File: src/rtl/lsu_pkg.sv
// Shared constants, state encoding and the alignment check for the ME-stage LSU.
package lsu_pkg;

  localparam logic [2:0] LD_B  = 3'b000;
  localparam logic [2:0] LD_H  = 3'b001;
  localparam logic [2:0] LD_W  = 3'b010;
  localparam logic [2:0] LD_BU = 3'b100;
  localparam logic [2:0] LD_HU = 3'b101;

  localparam logic [1:0] WB_LD = 2'b01;

  localparam logic [3:0] BMASK_B = 4'b0001;
  localparam logic [3:0] BMASK_H = 4'b0011;
  localparam logic [3:0] BMASK_W = 4'b1111;

  typedef enum logic [1:0] {IDLE, BUSY, DONE} lsu_state_e;

  // Loads size from funct3 (anything not byte/half is treated as a word),
  // stores size from the byte mask.
  function automatic logic misaligned(input logic       is_ld,
                                      input logic [2:0] ld_sel,
                                      input logic [3:0] bmask,
                                      input logic [1:0] off);
    logic half, word;
    if (is_ld) begin
      half = (ld_sel == LD_H) || (ld_sel == LD_HU);
      word = !((ld_sel == LD_B) || (ld_sel == LD_BU) || half);
    end else begin
      half = (bmask == BMASK_H);
      word = (bmask == BMASK_W);
    end
    return (half && off[0]) || (word && (off != 2'b00));
  endfunction

endpackage

File: src/rtl/lsu_ld_align.sv
// Lane select plus sign/zero extension of a read word; purely combinational.
module lsu_ld_align import lsu_pkg::*; (
  input  logic [31:0] rdata,
  input  logic [1:0]  off,
  input  logic [2:0]  ld_sel,
  output logic [31:0] data
);

  logic [7:0]  b;
  logic [15:0] h;

  // Pick the addressed byte/half and extend according to the load type.
  always_comb begin
    b = rdata[8*off +: 8];
    h = rdata[16*off[1] +: 16];
    case (ld_sel)
      LD_B:    data = {{24{b[7]}}, b};
      LD_BU:   data = {24'h0, b};
      LD_H:    data = {{16{h[15]}}, h};
      LD_HU:   data = {16'h0, h};
      default: data = rdata;
    endcase
  end

endmodule

File: src/rtl/me_lsu.sv
// Memory-stage load/store unit: one req/ack transaction per memory op,
// stalls the pipeline while BUSY, returns extended load data in DONE.
module me_lsu import lsu_pkg::*; #(
  parameter int TIMEOUT_CYC = 64,
  parameter int ADDR_W      = 32
) (
  input  logic              clk,
  input  logic              rst,
  input  logic              insn_vld_M,
  input  logic [1:0]        wb_sel_M,
  input  logic              mem_wr_en_M,
  input  logic [3:0]        bmask_M,
  input  logic [2:0]        ld_sel_M,
  input  logic [31:0]       alu_data_M,
  input  logic [31:0]       rs2_data_M,
  output logic              stall_o,
  output logic [31:0]       ld_data_o,
  output logic              ld_vld_o,
  output logic              mem_req_o,
  output logic              mem_we_o,
  output logic [ADDR_W-1:0] mem_addr_o,
  output logic [3:0]        mem_be_o,
  output logic [31:0]       mem_wdata_o,
  input  logic              mem_ack_i,
  input  logic [31:0]       mem_rdata_i,
  output logic              misalign_o,
  output logic              timeout_o
);

  localparam int CNT_W = $clog2(TIMEOUT_CYC) + 1;

  lsu_state_e        state_q, state_d;
  logic [CNT_W-1:0]  cnt_q;
  logic [ADDR_W-1:0] addr_q;
  logic              we_q;
  logic [3:0]        be_q;
  logic [31:0]       wdata_q;
  logic [2:0]        sel_q;
  logic [1:0]        off_q;
  logic              mis_q, to_q;
  logic [31:0]       ld_data_q;
  logic [31:0]       align_data;
  logic              mem_op, mis, to_hit;

  assign mem_op = insn_vld_M && (mem_wr_en_M || (wb_sel_M == WB_LD));
  assign mis    = misaligned(!mem_wr_en_M, ld_sel_M, bmask_M, alu_data_M[1:0]);
  assign to_hit = !mem_ack_i && (cnt_q == CNT_W'(TIMEOUT_CYC - 1));

  lsu_ld_align u_align (
    .rdata  (mem_rdata_i),
    .off    (off_q),
    .ld_sel (sel_q),
    .data   (align_data)
  );

  // State register.
  always_ff @(posedge clk) begin
    if (rst) state_q <= IDLE;
    else     state_q <= state_d;
  end

  // Next-state: misaligned ops skip the bus; ack or timeout closes BUSY.
  always_comb begin
    state_d = state_q;
    case (state_q)
      IDLE:    if (mem_op) state_d = mis ? DONE : BUSY;
      BUSY:    if (mem_ack_i || to_hit) state_d = DONE;
      DONE:    state_d = IDLE;
      default: state_d = IDLE;
    endcase
  end

  // Outputs: bus lines are only driven while BUSY so the port idles at zero.
  always_comb begin
    stall_o     = 1'b0;
    mem_req_o   = 1'b0;
    mem_we_o    = 1'b0;
    mem_addr_o  = '0;
    mem_be_o    = '0;
    mem_wdata_o = '0;
    ld_vld_o    = 1'b0;
    misalign_o  = 1'b0;
    timeout_o   = 1'b0;
    case (state_q)
      IDLE: stall_o = mem_op && !rst;
      BUSY: begin
        stall_o     = 1'b1;
        mem_req_o   = 1'b1;
        mem_we_o    = we_q;
        mem_addr_o  = addr_q;
        mem_be_o    = be_q;
        mem_wdata_o = wdata_q;
      end
      DONE: begin
        ld_vld_o   = !we_q && !mis_q && !to_q;
        misalign_o = mis_q;
        timeout_o  = to_q;
      end
      default: ;
    endcase
  end
  assign ld_data_o = ld_data_q;

  // Request capture, busy counter, fault flags and load result.
  always_ff @(posedge clk) begin
    if (rst) begin
      cnt_q     <= '0;
      addr_q    <= '0;
      we_q      <= 1'b0;
      be_q      <= '0;
      wdata_q   <= '0;
      sel_q     <= '0;
      off_q     <= '0;
      mis_q     <= 1'b0;
      to_q      <= 1'b0;
      ld_data_q <= '0;
    end else begin
      case (state_q)
        IDLE: if (mem_op) begin
          mis_q <= mis;
          to_q  <= 1'b0;
          cnt_q <= '0;
          we_q  <= mem_wr_en_M;
          if (mis) begin
            ld_data_q <= '0;
          end else begin
            addr_q  <= {alu_data_M[ADDR_W-1:2], 2'b00};
            be_q    <= bmask_M << alu_data_M[1:0];
            wdata_q <= rs2_data_M << {alu_data_M[1:0], 3'b000};
            sel_q   <= ld_sel_M;
            off_q   <= alu_data_M[1:0];
          end
        end
        BUSY: begin
          cnt_q <= cnt_q + 1'b1;
          if (mem_ack_i) begin
            if (!we_q) ld_data_q <= align_data;
          end else if (to_hit) begin
            to_q      <= 1'b1;
            ld_data_q <= '0;
          end
        end
        DONE:    cnt_q <= '0;
        default: ;
      endcase
    end
  end

endmodule

File: config.mk
export PLATFORM = sky130hd
export DESIGN_NAME = me_lsu
export DESIGN_NICKNAME = d
export VERILOG_FILES = /design/src/rtl/lsu_pkg.sv /design/src/rtl/lsu_ld_align.sv /design/src/rtl/me_lsu.sv
export SDC_FILE = /design/constraint.sdc
export NUM_CORES = 1
export LEC_CHECK = 0
export BUFFER_PORTS_ARGS = -buffer_cell sky130_fd_sc_hd__buf_2
export CAP_MARGIN = 20
export CORE_MARGIN = 5
export CORE_UTILIZATION = 45
export DETAILED_ROUTE_END_ITERATION = 8
export HOLD_SLACK_MARGIN = 0.12
export PLACE_DENSITY_LB_ADDON = 0.1
export SYNTH_ARGS = -nofsm -noshare
export SYNTH_HDL_FRONTEND = slang
export SYNTH_SLANG_ARGS = --single-unit
File: constraint.sdc
create_clock -name clk -period 2 [get_ports clk]
set_clock_uncertainty 0.1 [all_clocks]
set_input_delay 0.4 -clock clk [delete_from_list [all_inputs] [get_ports clk]]
set_output_delay 0.4 -clock clk [all_outputs]
set_load 0.005 [all_outputs]
**After elaboration in Yosys (flattened, before gate mapping)**

Index checks and enable logic that the tools add are counted.

- Output and inout port bits: 106
- Logic and storage cells: 95
- Input port bits: 110
- Flip-flop bits (word level): 115

- Shifts and indexed selects: 4
- Mux-type cells: 28
- Reduce and logical (&&, ||, !) cells: 31
- $add $sub $neg: 1
- Equality and inequality tests: 19
- Bitwise logic cells: 1

Operator list:

| operator | count |
|---|---|
| $mux 32 | 7 |
| $pmux 32 s4 | 1 |
| $pmux 32 s2 | 1 |
| $shiftx 32x6->16 | 1 |
| $shiftx 32x6->8 | 1 |
| $shl 32x5->32 | 1 |
| $pmux 7 s3 | 1 |
| $eq 3x3->1 const B | 4 |
| $mux 1 | 10 |
| $ne 2x2->1 const B | 5 |
| $add 7x1->7 const B | 1 |
| $eq 7x6->1 const B | 1 |
| $logic_and 1x1->1 | 7 |
| $mux 7 | 1 |
| $eq 3x1->1 const B | 2 |
| $logic_not 1->1 | 6 |
| $logic_not 3->1 | 2 |
| $logic_or 1x1->1 | 6 |
| $mux 2 | 3 |
| $ne 3x3->1 const B | 2 |
| $reduce_and 2->1 | 3 |
| $reduce_and 5->1 | 1 |
| $eq 2x1->1 const B | 2 |
| $eq 4x2->1 const B | 1 |
| 12 further kinds | 14 |

**Logic depth before layout (Yosys ltp)**

Gate-level depths: netlist of run 1.

- Depth in word-level cells: 10
- Mapped depth: 8
- Gate-level depth less buffers: 7

**Cells and area by module**

From an unflattened synthesis of run 1, not the netlist that was laid out.

- Cells, all modules: 667
- Area total of the unflattened synthesis: 5866.9 sq um

By module, submodules not included:

| module | area an instance (sq um) | cells each | sequential area each (sq um) | instances |
|---|---|---|---|---|
| me_lsu | 5238.8 | 558 | 2302.2 | 1 |
| lsu_ld_align | 628.1 | 109 | 0.0 | 1 |

**Least setup slack after synthesis of run 1**

OpenSTA, ideal clock, no wires.

- Kind: reg2reg
- Start point: reg cnt_q[0]
- End point: reg ld_data_q[1] (netlist: ld_data_o[1])
- Path buffers: 2
- Setup time: 96 ps
- Setup slack: -134 ps
- Stages on the path, launching flop included: 9
- Period minus slack after synthesis: 2134 ps
- Data arrival time: 1938 ps
- Required time: 1804 ps
- Cells stage by stage: dfxtp_1 > ha_1 > nand3_1 > o311ai_1 > o2111ai_1 > or2_1 > buf_2 > buf_6 > o41ai_2

- Cells in the longest elaborated chain, start to end: 4

RTL lines:

| item | line | source |
|---|---|---|
| start, declared | me_lsu.sv:33 | `logic [CNT_W-1:0] cnt_q;` |
| start signal, assigned | me_lsu.sv:135 | `cnt_q <= cnt_q + 1'b1;` |
| $eq 7x6->1 | me_lsu.sv:47 | `assign to_hit = !mem_ack_i && (cnt_q == CNT_W'(TIMEOUT_CYC - 1));` |
| $logic_and 1x1->1 | me_lsu.sv:47 |  |
| $ne 3x3->1 (no line) | - |  |
| $reduce_and 5->1 (no line) | - |  |
| end signal, assigned | me_lsu.sv:137 | `if (!we_q) ld_data_q <= align_data;` |
| end, declared | me_lsu.sv:41 | `logic [31:0] ld_data_q;` |

No other way between the ends.
A chain may end at the register's enable or synchronous reset.

**Final worst setup path of run 1**

- Start point: reg cnt_q[1]
- End point: reg ld_data_q[0] (netlist: ld_data_o[0])

The elaborated chain is that of the path after synthesis.

==> flow_summary.toml, run 1 <==
[run_status]
status = "completed"

[sta]
maxSlewViolCount = 0
fin_crit_sh_pct = 98.9
rsz0062_at_grt = "yes"
fmax_ghz = 0.506
tightest_slew_ps = 745
setup_violations = 0
setup_slack_ps = 22.3
tns_ps = 0
relSlewSlack_pct = 50.2
period_needed_ps = 1980
final_hold_viol_count = 0
whs_ps = 138

[worst_hold_path]
hold_start = "alu_data_M[28]"
hold-path-cell-count = 3
hp-class = "input pin to register"
min_to = "addr_q[28]$_SDFFE_PP0P_"

[setup_path]
worst-r2r-setup-slack_ps = 20
rr_worst_depth = 7
path_class = "register to register"
cp-end-kind = "register"
cp-start-kind = "register"
crit_fanout = 13
worstPathArrival_ps = 2190
required_ps = 2210
r2r_end = "ld_data_o[0]$_SDFFE_PP0P_"
r2r-start = "cnt_q[1]$_SDFFE_PP0P_"

[yosys]
synthesis.area_sq_mm = 0.00595
synthXorXnorAreaFrac_pct = 0
synth_cells = 747
seq_area_frac_synth_pct = 38.7
synthMuxAreaShare_pct = 6.98
ys_seq_elements = 115
syn_area_per_cell_sq_um = 7.96
yosys_warnings = 0
synth_flop_cell = "dfxtp_1"
synth_compound_area_share_pct = 24.0
synth_edf_count = 0
synth_top_family_by_area = "compound AO/OA/AOI/OAI gates"
synthAdderAreaFrac_pct = 0.210
synthSimpleGateAreaFrac_pct = 22.9
async_reset_ff_share_pct = 0
ys_types = 53

[drt]
drt-vias-per-instance = 5.32
ant_nets = 0
wl_per_cell_um = 15.8
num_vias = 6218
firstDrtPassIters = 6
drt_wl_total_um = 18500
drc = 0
drt_first_iter_violations = 494

[power_and_ir_drop]
peakVddDrop_mv = 0.585
power.total_mw = 6.48
powerDensity_mw_per_mm2 = 767
leakagePower_nw = 3.76

[grt]
grt_pass1_vias = 5960
antenna_found_initial = 1
grt_use_met1_pct = 29.9
met2_usage_pct = 36.0
grt.busiest_layer = "met2"
track_usage_pct = 22.7
grt_use_met3_pct = 6.40
grt_pass1_wl_um = 29700
grt_max_degree = 76
gr-total-overflow = 0

[layout]
seqCellArea_sq_mm = 0.00231
fin_nets = 1091
area_growth_pct = 42.0
final_common_cell = "buf_2"
fillers = 1123
antenna_cells = 0
drive_gt1_share_pct = 38.5
final_cell_mix = "buf_2 (213), nand2_1 (119), dfxtp_1 (111)"
multiInputGateArea_sq_mm = 0.00344
final_area_sq_mm = 0.00845

[floorplan]
row_count = 42
num_io_pins = 216
die_x_um = 125
die_h_um = 125
core_sq_mm = 0.0131
die_area_sq_mm = 0.0156
initial_core_util_pct = 45.5

[clocking]
cts_buffers = 17
insertion_delay_ps = 410
cts.path.max_buffers = 2
cts_tree = "built"
cts.sinks = 115
htree_levels = 4
cts_root_buf = "clkbuf_16"
cts.clk_slew.worst_paths_ps = 50

[placement]
place_congestion = 0.888
pre_cts_slack_ps = -285
port_buffers = 213
place_area_sq_mm = 0.00742
hpwlAfterDp_um = 13100

[job]
maxCapViolCount = 0
==> flip-flops by register name (all words and copies together), names as in the netlist <==
register / flops
state_q: 2
we_q: 1
mis_q: 1
addr_q: 30
cnt_q: 7
be_q: 4
off_q: 2
sel_q: 3
to_q: 1
wdata_q: 32
ld_data_o: 32
==> synthesized netlist by cell type, drive strengths merged (3+ instances only) <==
cell type / count / area, sq um
clkbuf: 48 / 180
nand2: 120 / 450
or3: 10 / 62.6
o211ai: 26 / 195
o21ai: 21 / 105
nor3: 14 / 70.1
dfxtp: 115 / 2300
o41ai: 6 / 90.1
a211oi: 18 / 135
a2111oi: 18 / 183
and2: 67 / 419
inv: 32 / 120
nand3: 13 / 65.1
or2: 3 / 18.8
mux2i: 19 / 190
a311oi: 4 / 35.0
a21oi: 68 / 340
nand2b: 5 / 38.8
and3: 4 / 25.0
nor2: 44 / 165
mux2: 18 / 203
nor2b: 3 / 18.8
buf: 20 / 114
o32ai: 6 / 52.6
o22ai: 7 / 43.8
a31o: 17 / 149
==> timing repair <==
item,in CTS,in global routing
hold endpoints to repair,13,0
cloned,1,0
pin swaps,0,2
gates resized for setup,33,28
endpoints found under the setup margin,83,53
buffers inserted,2,6
hold buffers,13,0
==> final cells by class <==
type | instances | area share (%)
Clock buffer | 20 | 5.29
Clock inverter | 11 | 1.90
Inverter | 34 | 1.60
Multi-Input combinational cell | 531 | 40.8
Sequential cell | 115 | 27.3
Tap cell | 176 | 2.61
Timing Repair Buffer | 281 | 20.5
==> worst max-delay path, stage by stage, from the launching register on <==
cell and delay (ps):
dfxtp_2 350, ha_4 140, nand3_2 80, o311ai_2 240
o2111ai_2 200, or2_4 300, buf_12 150, o41ai_2 320
==> layer usage <==
metal / routed length (um) / vias to the layer above
li1: - / 3085
met1: 8210 / 2881
met2: 8510 / 219
met3: 1400 / 31
met4: 314 / 2
met5: 17 / -
==> how the worst max path moves through the flow <==
stage	slack [ps]	from	end	cells past startpoint
after floorplan	-6	alu_data_M[0]	ld_data_o[1]$_SDFFE_PP0P_	8
after global placement	-230	wb_sel_M[1]	ld_data_o[26]$_SDFFE_PP0P_	7
after detailed placement	-290	wb_sel_M[1]	ld_data_o[29]$_SDFFE_PP0P_	7
after CTS	2	cnt_q[1]$_SDFFE_PP0P_	ld_data_o[21]$_SDFFE_PP0P_	7
after global routing	-80	cnt_q[1]$_SDFFE_PP0P_	ld_data_o[1]$_SDFFE_PP0P_	7
final	20	cnt_q[1]$_SDFFE_PP0P_	ld_data_o[0]$_SDFFE_PP0P_	7
==> cells by family after synthesis <==
kind of cell | Yosys count
simple gates | 287
compound gates | 203
flops | 115
buf+inv | 102
mux | 38
fa+ha+maj | 1
other cells | 1
==> power by group <==
group          internal (mW)  total [mW]  switching (mW)
sequential              2.38        2.43          0.0504
combinational          0.409       0.929           0.520
clock                   2.09        3.12            1.03
==> stage by stage <==
| step | cells | util, % |
|---|---|---|
| 2_1_floorplan | 748 | - |
| 3_3_place_gp | 1115 | 56.7 |
| 3_5_place_dp | 1115 | 56.7 |
| 4_1_cts | 1162 | 63.4 |
| 5_1_grt | 1168 | 64.6 |
| 6_report | 1168 | 64.6 |
Power figures use the tool's default switching activity.
==> run 2: changes to the inputs <==
--- a/config.mk
+++ b/config.mk
@@ -11,5 +11,4 @@
 export CORE_UTILIZATION = 45
 export DETAILED_ROUTE_END_ITERATION = 8
-export HOLD_SLACK_MARGIN = 0.12
 export PLACE_DENSITY_LB_ADDON = 0.1
 export SYNTH_ARGS = -nofsm -noshare
==> constraint.sdc (replaced) <==
create_clock -name clk -period 2 [get_ports clk]
set_clock_uncertainty 0.1 [all_clocks]
set_input_delay 0.4 -clock clk [delete_from_list [all_inputs] [get_ports clk]]
set_output_delay 0.4 -clock clk [all_outputs]
set_load 0.02 [all_outputs]
==> run 2 against run 1 <==
  * The flow now finishes with violations (setup timing)
  * Combinational power increased by 16%
  * Maximum frequency is 4.4% lower
  * Setup slack got worse by 91 ps
  * Critical path depth increased by 1
  * Global-route usage is 0.87 points higher
  * Non-clock buffer count shrank 2
  * Die area did not move
  * Final cell count is 0.17% lower
  * Via count increased by 3.8%
  * Worst hold slack got worse by 13 ps
  * Largest cell class unchanged
==> flow_summary.toml, run 2 (synthesis gave the netlist of run 1 again) <==
[run_status]
status = "finished, violations left"
violations = "setup timing"

[floorplan]
die_area_sq_mm = 0.0156
die_x_um = 125
num_io_pins = 216
die_h_um = 125
row_count = 42
initial_core_util_pct = 45.5
core_sq_mm = 0.0131

[sta]
fmax_ghz = 0.483
period_needed_ps = 2070
tightest_slew_ps = 767
setup_slack_ps = -68.6
rsz0062_at_grt = "yes"
maxSlewViolCount = 0
fin_crit_sh_pct = 103
setup_violations = 45
final_hold_viol_count = 0
relSlewSlack_pct = 48.8

[layout]
final_cell_mix = "buf_2 (145), nand2_1 (119), dfxtp_1 (111)"
stdcell_count = 1166
fillers = 1078
multiInputGateArea_sq_mm = 0.00360
final_area_sq_mm = 0.00913
drive_gt1_share_pct = 44.5
seqCellArea_sq_mm = 0.00231
fin_nets = 1091
final_common_cell = "buf_2"
antenna_cells = 0
area_growth_pct = 53.5
fin_util_pct = 69.8

[worst_hold_path]
hp-class = "input pin to register"

[drt]
drt_wl_total_um = 21000
drt_first_iter_violations = 514
wl_per_cell_um = 18.0
firstDrtPassIters = 5
drc = 0
ant_nets = 0
num_vias = 6452
drt-vias-per-instance = 5.53

[clocking]
cts.sinks = 115
cts.path.max_buffers = 2
cts.clk_slew.worst_paths_ps = 50
cts_tree = "built"
cts_root_buf = "clkbuf_16"
htree_levels = 4
insertion_delay_ps = 410
ctsHoldBuffers = 0
cts_buffers = 17

[job]
maxCapViolCount = 0

[placement]
place_inst = 1114
port_buffers = 213
hpwlAfterDp_um = 13300
pre_cts_slack_ps = -245
place_area_sq_mm = 0.00742
place_congestion = 0.885

[setup_path]
cp_cell_sequence = "ha_4, nand3_4, o311ai_4, o2111ai_4, buf_8, buf_12, o211ai_1, o41ai_4"
cp-start-kind = "register"
critical-path-max-stage-delay_ps = 340
crit_fanout = 23
path_class = "register to register"
worstPathArrival_ps = 2250
required_ps = 2180
cpMaxStageDelayCell = "dfxtp_2"
worst-r2r-setup-slack_ps = -70
cp-end-kind = "register"

[power_and_ir_drop]
peakVddDrop_mv = 0.621
powerDensity_mw_per_mm2 = 721
leakagePower_nw = 3.95
power.total_mw = 6.58

[grt]
met2_usage_pct = 37.8
track_usage_pct = 23.6
gr-total-overflow = 0
grt_max_degree = 76
grt_pass1_vias = 6128
grt.busiest_layer = "met2"
antenna_found_initial = 1
grt_pass1_wl_um = 30700
grt_use_met1_pct = 30.5
grt_use_met3_pct = 6.91
[run 2: cell types whose count changed in the layout (fill, tap and decap cells not counted), moves of 7 or more]
cell           change
clkbuf_16          +7
buf_2             -68
buf_6             +57
dlygate4sd3_1     -13
and2_1            -50
and2_4            +50
buf_4             +10
[run 2: worst max-delay path, delay by kind of cell (launching register included)]
family          cells  cell delay (ps)
simple gates        1               90
compound gates      4              870
buf+inv             2              370
flops               1              340
fa+ha+maj           1              150
[run 2: routing by layer]
metal | share of wire, % | wire [um] | vias to the layer above
met1 | 42 | 8740 | 3056
met5 | 0.033 | 7 | -
met2 | 49 | 10200 | 272
met4 | 1.5 | 313 | 2
li1 | - | - | 3091
met3 | 8.0 | 1680 | 31
[run 2: layout make-up]
class | instances | area share, %
well taps | 176 | 2.41
clock buffers | 24 | 5.39
repair buffers | 279 | 24.5
clock inverters | 5 | 1.10
inverters | 34 | 1.59
flip-flops and latches | 115 | 25.3
multi-input cells | 531 | 39.5
repair inverters | 2 | 0.219
[run 2: stage by stage]
step           TNS, ps  hold slack [ps]
3_3_place_gp     -8420              336
3_5_place_dp    -11960              342
5_1_grt          -4720              118
4_1_cts          -2440              109
6_report          -689              125
2_1_floorplan    -9.35              327
[run 2: final timing paths]
check	start	end	depth (start not counted)
min	alu_data_M[17]	addr_q[17]$_SDFFE_PP0P_	3
min reg2reg	wdata_q[28]$_SDFFE_PP0P_	wdata_q[28]$_SDFFE_PP0P_	2
max reg2reg	cnt_q[1]$_SDFFE_PP0P_	ld_data_o[6]$_SDFFE_PP0P_	8
max	cnt_q[1]$_SDFFE_PP0P_	ld_data_o[6]$_SDFFE_PP0P_	8
[run 2: timing repair]
action	CTS	global route
cloned	2	12
setup buffers	2	7
setup endpoints to repair	86	96
gates resized for setup	67	184
pin swaps	0	59
[run 2: report_power, final]
part | switching, mW | internal [mW] | leakage [nW] | total (mW)
logic | 0.607 | 0.478 | 2.73 | 1.08
registers | 0.0585 | 2.38 | 0.935 | 2.44
clock network | 0.994 | 2.06 | 0.292 | 3.06
==> run 3: changes to the inputs <==
- CORE_UTILIZATION: 45 -> 50
- clock period: 2 -> 2.42 ns (I/O delays scaled with it)
==> run 3 against run 2 <==
  * The flow now finishes without violations
  * Final cell count decreased by 6.3%
  * Setup slack improved by 160 ps
  * Global-route usage increased by 1.3 points
  * Core utilization decreased by 2.3 points
  * Register-to-register slack improved by 250 ps
  * Critical path depth decreased by 2
  * Die area decreased by 9.2%
  * Via count decreased by 5.8%
==> flow_summary.toml, run 3 (synthesis gave the netlist of run 1 again) <==
[run_status]
status = "completed"

[worst_hold_path]
hp-class = "input pin to register"

[drt]
ant_nets = 0
num_vias = 6076
wl_per_cell_um = 16.7
drt_first_iter_violations = 617
dr_wl_met2_um = 8540
drt-vias-per-instance = 5.56
drc = 0
met3RoutedLength_um = 1460
drt_wl_total_um = 18200
met1_length_um = 7970
highest_layer = "met4"
firstDrtPassIters = 5

[clocking]
post_cts_buffers = 0
cts.clk_slew.worst_paths_ps = 50
htree_levels = 4
cts_root_buf = "clkbuf_16"
cts.sinks = 115
ctsHoldBuffers = 0
cts_buffers = 17
insertion_delay_ps = 410
cts_tree = "built"
cts.path.max_buffers = 2

[sta]
relSlewSlack_pct = 55.3
setup_violations = 0
tightest_slew_ps = 668
final_hold_viol_count = 0
maxSlewViolCount = 0
fin_crit_sh_pct = 96.1
fmax_ghz = 0.430
period_needed_ps = 2330

[floorplan]
die_area_sq_mm = 0.0142
num_io_pins = 216
row_count = 39
die_h_um = 119
core_sq_mm = 0.0116
initial_core_util_pct = 51.4
die_x_um = 119

[layout]
final_cell_mix = "buf_2 (213), nand2_1 (119), dfxtp_1 (114)"
drive_gt1_share_pct = 33.8
fin_nets = 1049
final_common_cell = "buf_2"
area_growth_pct = 31.2
final_area_sq_mm = 0.00781

[setup_path]
cp-start-kind = "register"
cp-end-kind = "output pin"
path_class = "register to output pin"
required_ps = 1840
crit_fanout = 33
worstPathArrival_ps = 1740

[placement]
port_buffers = 213
hpwlAfterDp_um = 13000
place_congestion = 0.886
place_area_sq_mm = 0.00714

[grt]
grt_max_degree = 44
gr-total-overflow = 0
grt_pass1_vias = 5693
antenna_found_initial = 1
grt_pass1_wl_um = 29100
track_usage_pct = 24.9

[job]
maxCapViolCount = 0

[power_and_ir_drop]
leakagePower_nw = 3.52
power.total_mw = 5.18
powerDensity_mw_per_mm2 = 664
peakVddDrop_mv = 0.515
==> run 3: path summary, 6_finish.rpt <==
| kind | cells after the start | from | endpoint | slack, ps |
|---|---|---|---|---|
| setup reg to reg | 7 | cnt_q[0]$_SDFFE_PP0P_ | ld_data_o[28]$_SDFFE_PP0P_ | 180 |
| hold reg to reg | 2 | addr_q[13]$_SDFFE_PP0P_ | addr_q[13]$_SDFFE_PP0P_ | 350 |
| setup / recovery | 6 | state_q[1]$_SDFFE_PP0P_ | mem_wdata_o[9] | 90 |
| hold / removal | 3 | alu_data_M[13] | addr_q[13]$_SDFFE_PP0P_ | 210 |
==> run 3: layer usage <==
| layer | GRT usage, % | up-vias |
|---|---|---|
| li1 | - | 3006 |
| met1 | 32.6 | 2821 |
| met2 | 38.8 | 233 |
| met3 | 8.53 | 16 |
| met4 | 7.60 | 0 |
| met5 | 0 | - |
==> run 3: where the power goes <==
group / internal [mW] / switching, mW
Combinational: 0.267 / 0.422
Sequential: 1.97 / 0.0429
Clock: 1.66 / 0.821
==> run 3: through the flow <==
stage	hold slack, ps	TNS [ps]	instances	worst slack, ps	utilization, %
detailed placement	342	-173	1061	-44.8	61.7
global placement	335	0	1061	55.6	61.7
CTS	191	0	1091	18.2	66.9
floorplan	327	0	748	231	-
finish	207	0	1093	93.7	67.5
global route	200	-11.0	1093	-11.0	67.5
==> run 3: area by class of cell <==
| class | count | area, sq um |
|---|---|---|
| fill | 997 | 3760 |
| multi-input combinational | 531 | 3270 |
| sequential | 115 | 2300 |
| timing repair buffer | 239 | 1330 |
| clock buffer | 26 | 519 |
| tap | 143 | 179 |
| inverter | 34 | 130 |
| clock inverter | 4 | 70.1 |
| antenna | 1 | 2.50 |
==> run 3: repair_timing <==
item	CTS	global route
gates resized for setup	4	16
pin swaps	0	1
endpoints found under the setup margin	68	89
cloned	0	1
==> run 3: critical path, cell delays in order (launching register included) <==
cell	delay (ps)
dfxtp_2	360
inv_1	150
nand2_2	150
inv_4	140
buf_12	170
and2_1	180
buf_2	170
